--- config.mk ---
export PLATFORM = sky130hd
export DESIGN_NAME = cam_capture_packer
export DESIGN_NICKNAME = d
export VERILOG_FILES = /design/src/rtl/cam_capture_packer.sv
export SDC_FILE = /design/constraint.sdc
export NUM_CORES = 1
export LEC_CHECK = 0
export CAP_MARGIN = 20
export CORE_ASPECT_RATIO = 2
export CORE_UTILIZATION = 35
export DETAILED_ROUTE_END_ITERATION = 8
export GPL_TIMING_DRIVEN = 1
export HOLD_SLACK_MARGIN = 0.1
export PLACE_DENSITY = 0.62
export SLEW_MARGIN = 20
export SYNTH_ARGS = -nofsm -noshare
export SYNTH_HDL_FRONTEND = slang
export SYNTH_SLANG_ARGS = --single-unit
--- constraint.sdc ---
create_clock -name cam_pclk -period 3.2 [get_ports cam_pclk]
set_input_delay 0.64 -clock cam_pclk [delete_from_list [all_inputs] [get_ports cam_pclk]]
set_output_delay 0.64 -clock cam_pclk [all_outputs]
set_load 0.02 [all_outputs]
--- src/rtl/cam_capture_packer.sv ---
// Camera capture front-end: selects bytes by pixel mode, crops to a window,
// packs kept bytes into OUT_W-bit words and flags frame/line boundaries.
module cam_capture_packer #(
  parameter int   OUT_W  = 16,
  parameter int   CNT_W  = 12,
  parameter logic VS_POL = 1'b1
) (
  input  logic             cam_pclk,
  input  logic             rst,
  input  logic             enable,
  input  logic [1:0]       mode,
  input  logic [CNT_W-1:0] x_start,
  input  logic [CNT_W-1:0] x_end,
  input  logic [CNT_W-1:0] y_start,
  input  logic [CNT_W-1:0] y_end,
  input  logic             vsync_i,
  input  logic             href_i,
  input  logic [7:0]       din,
  input  logic             fifo_full,
  input  logic             clr_err,
  output logic [OUT_W-1:0] out_data,
  output logic             out_valid,
  output logic             out_sof,
  output logic             out_eol,
  output logic             drop_err,
  output logic             frame_active,
  output logic [7:0]       frame_cnt
);

  localparam int               BPW      = OUT_W / 8;
  localparam logic [2:0]       LAST_IDX = 3'(BPW - 1);
  localparam logic [CNT_W-1:0] CNT_MAX  = '1;

  logic             vsync_q, vsync_d, href_q, href_d;
  logic [7:0]       din_q;
  logic             phase, sof_pending;
  logic [CNT_W-1:0] col, row;
  logic [2:0]       byte_cnt;
  logic [OUT_W-1:0] pack_buf;

  logic             frame_start, line_end, keep_byte, in_col, in_row, row_active;
  logic             take_byte, word_done, flush, emit;
  logic [OUT_W-1:0] merged, emit_word;

  // vsync_d/href_d are one-cycle-older copies used only for edge detection.
  always_ff @(posedge cam_pclk or posedge rst) begin
    if (rst) begin
      vsync_q <= 1'b0;
      vsync_d <= 1'b0;
      href_q  <= 1'b0;
      href_d  <= 1'b0;
      din_q   <= 8'd0;
    end else begin
      // NOTE: non-blocking assignments so every register samples pre-edge values.
      vsync_q <= vsync_i;
      vsync_d <= vsync_q;
      href_q  <= href_i;
      href_d  <= href_q;
      din_q   <= din;
    end
  end

  always_comb begin
    // NOTE: every signal gets a default first so no path can infer a latch.
    frame_start = (vsync_q == VS_POL) && (vsync_d != VS_POL);
    line_end    = href_d && !href_q;
    keep_byte   = 1'b0;
    unique case (mode)
      2'd0:    keep_byte = href_q && phase;
      2'd1:    keep_byte = href_q && !phase;
      default: keep_byte = href_q;
    endcase
    in_col     = (col >= x_start) && (col <= x_end);
    in_row     = (row >= y_start) && (row <= y_end);
    row_active = frame_active && in_row;
    take_byte  = keep_byte && row_active && in_col;
    merged     = pack_buf;
    for (int i = 0; i < BPW; i++) begin
      if (byte_cnt == 3'(i)) merged[i*8 +: 8] = din_q;
    end
    word_done = take_byte && (byte_cnt == LAST_IDX);
    flush     = line_end && row_active && (byte_cnt != 3'd0);
    emit      = !frame_start && (word_done || flush);
    emit_word = word_done ? merged : pack_buf;
  end

  always_ff @(posedge cam_pclk or posedge rst) begin
    if (rst) begin
      out_data     <= '0;
      out_valid    <= 1'b0;
      out_sof      <= 1'b0;
      out_eol      <= 1'b0;
      drop_err     <= 1'b0;
      frame_active <= 1'b0;
      frame_cnt    <= 8'd0;
      sof_pending  <= 1'b0;
      phase        <= 1'b0;
      col          <= '0;
      row          <= '0;
      byte_cnt     <= 3'd0;
      pack_buf     <= '0;
    end else begin
      out_valid <= 1'b0;
      out_sof   <= 1'b0;
      out_eol   <= 1'b0;
      // A drop in the same cycle as clr_err must leave the flag set.
      if (emit && fifo_full) drop_err <= 1'b1;
      else if (clr_err)      drop_err <= 1'b0;

      if (frame_start) begin
        phase        <= 1'b0;
        col          <= '0;
        row          <= '0;
        byte_cnt     <= 3'd0;
        pack_buf     <= '0;
        frame_active <= enable;
        sof_pending  <= enable;
        if (enable) frame_cnt <= frame_cnt + 8'd1;
      end else begin
        phase <= href_q ? !phase : 1'b0;
        if (!href_q)                            col <= '0;
        else if (keep_byte && col != CNT_MAX)   col <= col + CNT_W'(1);
        if (line_end && row != CNT_MAX)         row <= row + CNT_W'(1);

        if (take_byte) begin
          if (word_done) begin
            byte_cnt <= 3'd0;
            pack_buf <= '0;
          end else begin
            byte_cnt <= byte_cnt + 3'd1;
            pack_buf <= merged;
          end
        end

        if (line_end && row_active) begin
          out_eol  <= 1'b1;
          byte_cnt <= 3'd0;
          pack_buf <= '0;
        end

        // A dropped word leaves sof_pending set so the marker moves to the next word.
        if (emit && !fifo_full) begin
          out_valid   <= 1'b1;
          out_data    <= emit_word;
          out_sof     <= sof_pending;
          sof_pending <= 1'b0;
        end
      end
    end
  end

endmodule

==> flow_summary.json <==
{
  "status": "complete, no violations",
  "cp-end-kind": "register",
  "die_x_um": 89.3,
  "synth-async-reset-ratio_pct": 100,
  "cts_root_buf": "clkbuf_16",
  "area_growth_pct": 30.9,
  "final_cell_mix": "clkdlybuf4s50_1 (93), dfrtp_1 (86), inv_1 (56), ha_1 (54), a31oi_1 (34)",
  "die_h_um": 177,
  "final_util_pct": 47.1,
  "vias": 4576,
  "rsz0062_at_grt": "false",
  "drt_iter0_drc": 223,
  "antennaDiodeCount": 0,
  "synth_nets": 666,
  "slew_viol_final": 0,
  "synth_cell_types": 60,
  "ios": 94,
  "clk_pin_slew_ns": 0.07,
  "r2r_cells": 11,
  "p_per_area_nw_per_um2": 389,
  "fp-row-count": 63,
  "coreArea_um2": 14800,
  "synth.avg_cell_area_um2": 9.75,
  "nets": 779,
  "clockBufferDepth": 2,
  "routed-wl-met3_um": 567,
  "maxCapViolations": 0,
  "grtUsageTotal_pct": 19.1,
  "ys_seq_area_share_pct": 40.4,
  "route.met2.wl_um": 8030,
  "syn_area_um2": 5330,
  "synth_edf_count": 0,
  "drc": 0,
  "postCtsHoldBufs": 0,
  "grt_pass1_vias": 4768,
  "portBuffers": 93,
  "cts_tree": "done",
  "reg2reg_from": "row[9]",
  "initial_utilization_pct": 36.0,
  "p_leak_nw": 3.22,
  "ys.flop_type": "dfrtp_1",
  "crit_arrival_ns": 3.18,
  "crit_path_start": "y_start[9]",
  "rrSetupSlack_ns": 0.51,
  "worst_path_max_delay_cell": "clkdlybuf4s50_1",
  "skew_ns": 0.00866,
  "final_common_cell": "clkdlybuf4s50_1",
  "finalCritPeriodShare_pct": 93.0,
  "clkLatencyLatePin_ns": 0.34,
  "wirelength_um": 14300,
  "regArea_um2": 2150,
  "cts_buffers": 9,
  "r2r-end": "out_data[0]",
  "crit_top_cell": "buf_4",
  "synth_cells": 547,
  "crit_required_ns": 3.41,
  "grt_start_max_net_pins": 36,
  "fin_setup_tns_ns": 0,
  "hold_viol_final": 0,
  "critPathLaunchType": "input port",
  "multi_input_area_um2": 2850,
  "worstPathMaxFanout": 19,
  "drtAntennaViolNets": 0,
  "htree_num_levels": 3,
  "m1WireLength_um": 5040,
  "avgRoutedWirePerCell_um": 16.6,
  "grt_overflow": 0,
  "ys_ff_latch": 86,
  "crit_end": "out_data[0]",
  "relSlewSlack_pct": 56.4,
  "die-area_um2": 15800,
  "crit_type": "input port to register",
  "worst_pin_slew_ns": 0.655,
  "clock-sinks": 86,
  "fmaxAchievable_mhz": 336,
  "drive_gt1_share_pct": 10.1,
  "dpl.hpwl_um": 11500,
  "fin_crit_ns": 2.98,
  "top_layer": "met4",
  "setup_viol": 0,
  "antenna_found_initial": 0,
  "max_stage_delay_ns": 0.45,
  "first_pass_iters": 4,
  "yosysWarnings": 0,
  "routabilityCongestion": 0.915,
  "path_cells": "clkdlybuf4s50_1 > inv_1 > ha_1 > buf_4 > nand4_2 > nor3_2 > a2111oi_4 > o41ai_4 > nand4_1 > buf_4 > nor3_4 > buf_12 > a31oi_1",
  "fill_cells": 1439,
  "routed_via_density": 5.32,
  "ir_drop_mv": 0.250,
  "holdCritPathClass": "register to register",
  "grt_pass1_wl_um": 23000
}
## area by class of cell
class / count / share of cell area, %
multi-input combinational: 384 / 40.8
sequential: 86 / 30.8
timing repair buffer: 121 / 17.2
tap: 195 / 3.49
clock buffer: 9 / 3.23
inverter: 58 / 3.14
clock inverter: 7 / 1.29
## metal layers
layer	vias to the layer above	track usage [%]
li1	2212	-
met1	2192	18.7
met2	132	36.6
met3	40	2.99
met4	0	10.2
met5	-	0
## what timing repair did
item / in CTS / in global routing
endpoints found under the hold margin: 0 / 0
resized for setup: 0 / 1
buffers inserted: 0 / 0
endpoints found under the setup margin: 0 / 13
## stage by stage
step | instance area (um^2) | setup slack [ns] | cells | hold WS (ns) | power (mW)
2_1_floorplan | 5330 | 0.338 | 547 | 0.368 | 1.42
3_3_place_gp | 6660 | -0.213 | 844 | 0.400 | 1.63
3_5_place_dp | 6660 | -0.262 | 844 | 0.401 | 1.65
4_1_cts | 6980 | 0.0889 | 860 | 0.417 | 2.74
5_1_grt | 6980 | 0.0535 | 860 | 0.429 | 2.83
6_report | 6980 | 0.225 | 860 | 0.410 | 2.71
## worst min path at each step
stage	startpoint	to	depth (start not counted)	slack [ns]
6_report	vsync_q	vsync_d	0	0.41
5_1_grt	vsync_q	vsync_d	0	0.43
4_1_cts	vsync_q	vsync_d	0	0.42
3_5_place_dp	vsync_q	vsync_d	0	0.40
3_3_place_gp	vsync_q	vsync_d	0	0.40
2_1_floorplan	vsync_q	vsync_d	0	0.37
## cells in the mapped netlist, types with 8 or more instances
library cell / number / area share [%]
dfrtp_1: 86 / 40
inv_1: 57 / 4.0
ha_1: 54 / 13
a31oi_1: 34 / 4.0
nand3_1: 30 / 2.8
nand2_1: 29 / 2.0
nor2_1: 29 / 2.0
a21oi_1: 21 / 2.0
nand4_1: 21 / 2.5
o211ai_1: 16 / 2.3
o21ai_0: 16 / 1.5
xor2_1: 15 / 2.5
and2_1: 14 / 1.6
xnor2_1: 10 / 1.6
o31ai_1: 9 / 1.3
or4_1: 9 / 1.3
and3_1: 8 / 0.94
clkbuf_1: 8 / 0.56
## kinds of logic after synthesis
group / Yosys count / share of synthesized area [%]
AOI/OAI and AO/OA: 133 / 18.3
adders and majority gates: 54 / 12.7
xor gates and xnor gates: 25 / 4.11
and+or+nand+nor: 169 / 17.7
buffers and inverters: 77 / 6.33
DFF: 86 / 40.4
muxes: 3 / 0.587
## registers in the layout, summed over array words and instances, names as in the netlist, 3 cells and up
| signal | flops |
|---|---|
| out_data | 16 |
| pack_buf | 16 |
| col | 12 |
| row | 12 |
| din_q | 8 |
| frame_cnt | 8 |
| byte_cnt | 3 |
## critical path, delay by kind of cell
family,cells,cell delay (ns)
adder cells (fa/ha/maj),1,0.28
AND/OR/NAND/NOR,4,0.95
AO/OA/AOI/OAI,3,0.30
buffers and inverters,5,1.00
## power by group
part / internal [mW] / switching [mW]
Clock: 0.623 / 0.468
Sequential: 1.14 / 0.0694
Combinational: 0.214 / 0.204
Total: 1.97 / 0.741
No activity file was read; power rests on OpenSTA's default activity.
